File: src/rtl/scale_stream_sequencer.sv
// Frame sequencer ahead of the 1:2 downscaler: tags beats with (x,y), shadows frame size, flushes between frames.
// Optional `SCALE_SEQ_ERR_COUNT_EN adds a saturating error counter; otherwise err_count is tied to 0.
module scale_stream_sequencer #(
  parameter int LUMA_BITS        = 8,
  parameter int COORD_BITS       = 11,
  parameter int MAX_INPUT_WIDTH  = 1280,
  parameter int MAX_INPUT_HEIGHT = 720
) (
  input  logic                  clk,
  input  logic                  reset,
  input  logic [COORD_BITS-1:0] cfg_width,
  input  logic [COORD_BITS-1:0] cfg_height,
  input  logic [LUMA_BITS-1:0]  in_pixel,
  input  logic                  in_valid,
  input  logic                  in_sof,
  output logic                  in_ready,
  output logic [LUMA_BITS-1:0]  out_pixel,
  output logic                  out_valid,
  output logic [COORD_BITS-1:0] out_x,
  output logic [COORD_BITS-1:0] out_y,
  output logic [COORD_BITS-1:0] r_width,
  output logic                  scaler_flush,
  output logic                  frame_done,
  output logic                  err_sof,
  output logic                  err_orphan,
  output logic                  err_cfg,
  output logic [7:0]            err_count
);

  localparam logic [1:0] S_IDLE   = 2'd0;
  localparam logic [1:0] S_ACTIVE = 2'd1;
  localparam logic [1:0] S_FLUSH  = 2'd2;

  localparam logic [COORD_BITS-1:0] MAX_W = COORD_BITS'(MAX_INPUT_WIDTH);
  localparam logic [COORD_BITS-1:0] MAX_H = COORD_BITS'(MAX_INPUT_HEIGHT);
  localparam logic [COORD_BITS-1:0] MIN_D = COORD_BITS'(2);
  localparam logic [COORD_BITS-1:0] ONE   = COORD_BITS'(1);

  logic [1:0]            state_q, state_d;
  logic [COORD_BITS-1:0] x_q, x_d, y_q, y_d;
  logic [COORD_BITS-1:0] rw_q, rw_d, rh_q, rh_d;
  logic [LUMA_BITS-1:0]  opix_q, opix_d;
  logic [COORD_BITS-1:0] ox_q, ox_d, oy_q, oy_d;
  logic                  ovld_q, ovld_d;
  logic                  fdone_q, fdone_d;
  logic                  flush_q, flush_d;
  logic                  esof_q, esof_d;
  logic                  eorph_q, eorph_d;
  logic                  ecfg_q, ecfg_d;

  logic accept;
  logic cfg_ok;
  logic x_last;
  logic y_last;

  assign in_ready = (state_q != S_FLUSH);
  assign accept   = in_valid & in_ready;

  assign cfg_ok = (cfg_width  >= MIN_D) && (cfg_width  <= MAX_W) && !cfg_width[0] &&
                  (cfg_height >= MIN_D) && (cfg_height <= MAX_H) && !cfg_height[0];

  assign x_last = (x_q == rw_q - ONE);
  assign y_last = (y_q == rh_q - ONE);

  always_comb begin
    state_d = state_q;
    x_d     = x_q;
    y_d     = y_q;
    rw_d    = rw_q;
    rh_d    = rh_q;
    opix_d  = opix_q;
    ox_d    = ox_q;
    oy_d    = oy_q;
    ovld_d  = 1'b0;
    fdone_d = 1'b0;
    esof_d  = 1'b0;
    eorph_d = 1'b0;
    ecfg_d  = 1'b0;
    // Flush trails the FLUSH state by one cycle so it lands after the last pixel's out_valid.
    flush_d = (state_q == S_FLUSH);

    case (state_q)
      S_IDLE: begin
        if (accept) begin
          if (in_sof) begin
            if (cfg_ok) begin
              rw_d    = cfg_width;
              rh_d    = cfg_height;
              opix_d  = in_pixel;
              ovld_d  = 1'b1;
              ox_d    = '0;
              oy_d    = '0;
              x_d     = ONE;
              y_d     = '0;
              state_d = S_ACTIVE;
            end else begin
              ecfg_d = 1'b1;
            end
          end else begin
            eorph_d = 1'b1;
          end
        end
      end
      S_ACTIVE: begin
        if (accept) begin
          if (in_sof) begin
            esof_d  = 1'b1;
            state_d = S_FLUSH;
          end else begin
            opix_d = in_pixel;
            ovld_d = 1'b1;
            ox_d   = x_q;
            oy_d   = y_q;
            if (x_last) begin
              x_d = '0;
              if (y_last) begin
                y_d     = '0;
                fdone_d = 1'b1;
                state_d = S_FLUSH;
              end else begin
                y_d = y_q + ONE;
              end
            end else begin
              x_d = x_q + ONE;
            end
          end
        end
      end
      S_FLUSH: state_d = S_IDLE;
      default: state_d = S_IDLE;
    endcase
  end

  always_ff @(posedge clk) begin
    if (reset) begin
      state_q <= S_IDLE;
      x_q     <= '0;
      y_q     <= '0;
      rw_q    <= '0;
      rh_q    <= '0;
      opix_q  <= '0;
      ox_q    <= '0;
      oy_q    <= '0;
      ovld_q  <= 1'b0;
      fdone_q <= 1'b0;
      flush_q <= 1'b0;
      esof_q  <= 1'b0;
      eorph_q <= 1'b0;
      ecfg_q  <= 1'b0;
    end else begin
      state_q <= state_d;
      x_q     <= x_d;
      y_q     <= y_d;
      rw_q    <= rw_d;
      rh_q    <= rh_d;
      opix_q  <= opix_d;
      ox_q    <= ox_d;
      oy_q    <= oy_d;
      ovld_q  <= ovld_d;
      fdone_q <= fdone_d;
      flush_q <= flush_d;
      esof_q  <= esof_d;
      eorph_q <= eorph_d;
      ecfg_q  <= ecfg_d;
    end
  end

`ifdef SCALE_SEQ_ERR_COUNT_EN
  logic [7:0] err_cnt_q, err_cnt_d;

  always_comb begin
    err_cnt_d = err_cnt_q;
    if ((esof_q | eorph_q | ecfg_q) && (err_cnt_q != 8'hFF)) begin
      err_cnt_d = err_cnt_q + 8'd1;
    end
  end

  always_ff @(posedge clk) begin
    if (reset) begin
      err_cnt_q <= 8'd0;
    end else begin
      err_cnt_q <= err_cnt_d;
    end
  end

  assign err_count = err_cnt_q;
`else
  assign err_count = 8'd0;
`endif

  assign out_pixel    = opix_q;
  assign out_valid    = ovld_q;
  assign out_x        = ox_q;
  assign out_y        = oy_q;
  assign r_width      = rw_q;
  assign scaler_flush = flush_q;
  assign frame_done   = fdone_q;
  assign err_sof      = esof_q;
  assign err_orphan   = eorph_q;
  assign err_cfg      = ecfg_q;

endmodule

File: config.mk
export PLATFORM = sky130hd
export DESIGN_NAME = scale_stream_sequencer
export DESIGN_NICKNAME = d
export VERILOG_FILES = /design/src/rtl/scale_stream_sequencer.sv
export SDC_FILE = /design/constraint.sdc
export NUM_CORES = 1
export LEC_CHECK = 0
export CORE_AREA = 2 2 113 115
export CTS_CLUSTER_DIAMETER = 50
export DETAILED_ROUTE_END_ITERATION = 12
export DIE_AREA = 0 0 115 117
export PLACE_DENSITY = 0.69
export SLEW_MARGIN = 30
export SYNTH_ARGS = -nofsm -noshare
export SYNTH_HDL_FRONTEND = slang
export SYNTH_SLANG_ARGS = --single-unit
File: constraint.sdc
create_clock -name clk -period 4 [get_ports clk]
set_input_delay 1.2 -clock clk [delete_from_list [all_inputs] [get_ports clk]]
set_output_delay 1.2 -clock clk [all_outputs]
set_load 0.01 [all_outputs]
==> impl_metrics.yaml <==
clock_network:
  root_buffer: "clkbuf_16"
  clk_path_buf_depth: 2
  post_cts.resized_instances: 0
  tritoncts: "built"
  reg_clk_slew_reported_paths_ns: 0.06
  clk-insertion-delay-late_ns: 0.34
  cts.sinks: 82
  postCtsHoldBufs: 0
  number_of_post_cts_setup_repair_buffers: 0
  number_of_buffers_created_by_cts: 9
  cts_max_level: 3
global_routing:
  pin_count_of_the_biggest_net_entering_global_routing: 58
  first_global_vias: 3954
  grt_use_total_pct: 17.3
  first_pass_grt_wire_length_um: 18800
  antenna_found_initial: 0
  globalRouteOverflowTotal: 0
cells_and_area:
  layoutNonFillerInstCount: 751
  multi_input_comb_area_um2: 2320
  antenna-diode-count: 0
  fillerInstances: 1223
  area.sequential_um2: 1640
  fin_nets: 635
  syn2layout_area_growth_pct: 27.7
  post_route_cells_drive_above_1_share_pct: 5.32
logic_synthesis:
  synth-edff-count: 0
  synth_flop_cell: "dfxtp_1"
  synth_top_family_by_area: "simple AND/OR/NAND/NOR gates"
  synthXorXnorAreaFrac_pct: 5.85
  per_instance_average_area_after_synthesis_um2: 7.76
  synth.yosys.seq_area_share_pct: 39.2
  async_reset_ff_share_pct: 0
  synthesis.area_um2: 4190
  synth_mux_area_share_pct: 0.269
  synth_top_cell_by_area: "dfxtp_1"
  yosysMostFrequentCell: "nand2_1"
  synth_compound_gate_area_share_pct: 17.6
  synthesis.instances: 540
  synthTopCellsByArea: "dfxtp_1 39%, nand2_1 8.4%, a21oi_1 6.7%"
  synth.distinct_cells: 59
  ys.warnings.count: 0
  synth_commonest_cells: "94 x nand2_1, 82 x dfxtp_1, 56 x a21oi_1"
  synth-seq-cells: 82
  fraction_of_the_mapped_netlist_area_in_adder_cells_pct: 1.19
  netlist.area_leader.share_pct: 39.2
  synth-simple-area-share_pct: 29.4
power_and_ir_drop:
  power.combinational.fraction_pct: 5.6
  p_sw_share_pct: 22.6
  switching_power_mw: 0.381
  internal_pwr_total_mw: 1.30
  leakage_nw: 1.86
  power.clock.fraction_pct: 45.5
  seq_power_share_pct: 48.9
  power.density_cell_area_nw_per_um2: 315
  ir_worst_vdd_uv: 162
worst_setup_path:
  timing.critical_path.buf_inv: 2
  worst_ep_arrival_time_ns: 3.69
  crit_path_max_incr_delay_ns: 0.55
  timing.setup.critical_path_class: "in -> reg"
  crit_path_top_delay_cell: "or4_1"
  crit_required_ns: 4.22
  cp_top_family: "simple AND/OR/NAND/NOR gates"
  critical_path_maximum_fanout: 17
  worstSetupStartpointType: "input pin"
  timing.critical_path.to_type: "flop"
  critical_path.cell_chain: "clkdlybuf4s50_1, or4_1, nor4b_1, o211ai_1, o21ai_1, buf_4, nor2_1, nand2_1, nand3_1"
detailed_routing:
  wl_per_cell_um: 15.1
  drtPass1Iterations: 4
  drtAntennaViolNets: 0
  wirelength_um: 11300
  viasPerCell: 5.44
  drt-initial-drc-count: 194
  total_vias_in_the_final_route: 4087
  number_of_drc_violations_after_detailed_routing: 0
die:
  floorplan_core_area_um2: 12300
  die-area_um2: 13500
  die_h_um: 117
  floorplan.io_pins: 90
  dieWidth_um: 115
  placement_rows: 41
  floorplan.initialDensity_pct: 34.0
placement:
  io_buffers: 81
  place.detailed.instances: 736
  globalplace.congestion: 0.859
  detailed_place_hpwl_um: 8340
timing:
  fin_crit_sh_pct: 86.6
  final_max_slew_viol_count: 0
  max_freq_mhz: 289
  clock_skew_ns: 0.00490
  min_period_ns: 3.46
  rsz0062_at_grt: "no"
  setup-tns-final_ns: 0
  setup_viol: 0
  worst-slew-pin-transition_ns: 0.729
  finalHoldViolCount: 0
  whs_ns: 0.456
  slew-limit-headroom_pct: 51.0
status:
  result_of_the_run: "finished, final reports clean"
hold_path:
  hp-class: "reg -> reg"
run:
  max_cap_violations: 0
[layout make-up]
class / count / share of cell area [%]
sequential: 82 / 30.7
clock buffer: 11 / 4.54
clock inverter: 4 / 0.514
multi-input combinational: 402 / 43.4
timing repair buffer: 90 / 16.6
inverter: 12 / 0.842
tap: 150 / 3.51
[registers in the layout, indices dropped and copies added (netlist names)]
register      count
x_q              11
err_orphan        1
out_x            11
state_q           2
err_sof           1
out_pixel         8
y_q              11
err_cfg           1
out_valid         1
frame_done        1
r_width          11
rh_q             11
out_y            11
scaler_flush      1
[power groups by stage]
stage	Combinational, mW	Clock [mW]	Sequential, mW
floorplan	0.0455	0	0.841
global placement	0.0931	0	0.841
detailed placement	0.0946	0	0.841
CTS	0.0949	0.779	0.823
global route	0.103	0.820	0.823
finish	0.0950	0.766	0.823
[through the flow]
| step | util [%] | worst slack (ns) | instance area [µm²] | power, mW |
|---|---|---|---|---|
| floorplan | - | 0.818 | 4220 | 0.887 |
| global placement | 41.3 | 0.262 | 5080 | 0.934 |
| detailed placement | 41.3 | 0.205 | 5080 | 0.936 |
| CTS | 43.5 | 0.541 | 5350 | 1.70 |
| global route | 43.5 | 0.394 | 5350 | 1.75 |
| finish | 43.5 | 0.537 | 5350 | 1.68 |
[cells in the final DEF, fill, tap and decap left out, types with 3 or more instances in the layout]
| master | count |
|---|---|
| xnor2_1 | 14 |
| inv_1 | 12 |
| clkbuf_16 | 9 |
| dfxtp_1 | 82 |
| o31ai_1 | 3 |
| nand2b_1 | 7 |
| nor3b_1 | 4 |
| a31oi_1 | 5 |
| and2_1 | 4 |
| nor2_1 | 18 |
| and3_1 | 14 |
| o21ai_0 | 6 |
| nor3_1 | 14 |
| nor4_1 | 9 |
| or3_1 | 4 |
| xor2_1 | 14 |
| nand2_1 | 94 |
| conb_1 | 8 |
| a21oi_1 | 56 |
| nand3_1 | 43 |
| ha_1 | 4 |
| or4_1 | 5 |
| o22ai_1 | 3 |
| buf_4 | 8 |
| nand4_1 | 13 |
| a211oi_1 | 5 |
| a41oi_1 | 3 |
| o21ai_1 | 10 |
| clkdlybuf4s50_1 | 80 |
[final timing paths]
kind,endpoint,depth (start not counted),slack [ns],start
worst max-delay path,x_q[2]$_SDFFE_PP0P_,9,0.54,cfg_height[2]
worst min-delay path,out_pixel[3]$_SDFFE_PP0P_,2,0.46,out_pixel[3]$_SDFFE_PP0P_
worst max register to register,y_q[10]$_SDFFE_PP0P_,9,0.98,rh_q[0]$_SDFFE_PP0P_
worst min register to register,out_pixel[3]$_SDFFE_PP0P_,2,0.46,out_pixel[3]$_SDFFE_PP0P_
[cell families after synthesis]
family	after synthesis
muxes	1
AOI/OAI and AO/OA	116
and+or+nand+nor	245
other	1
DFF	82
adders and majority gates	4
xor gates and xnor gates	28
buffers and inverters	63
[worst min-delay path, cell delays in order, from the launching register on]
cell and delay (ns):
dfxtp_1 0.31, nand2_1 0.05, a21oi_1 0.05
[metal layers]
| metal | up-vias | wire, µm | global-route usage, % |
|---|---|---|---|
| met1 | 1967 | 4870 | 21.1 |
| met5 | - | 0 | 0 |
| met3 | 23 | 458 | 3.19 |
| met2 | 77 | 5780 | 30.6 |
| met4 | 0 | 195 | 6.18 |
| li1 | 2020 | - | - |
(Power assumes the default switching activity.)
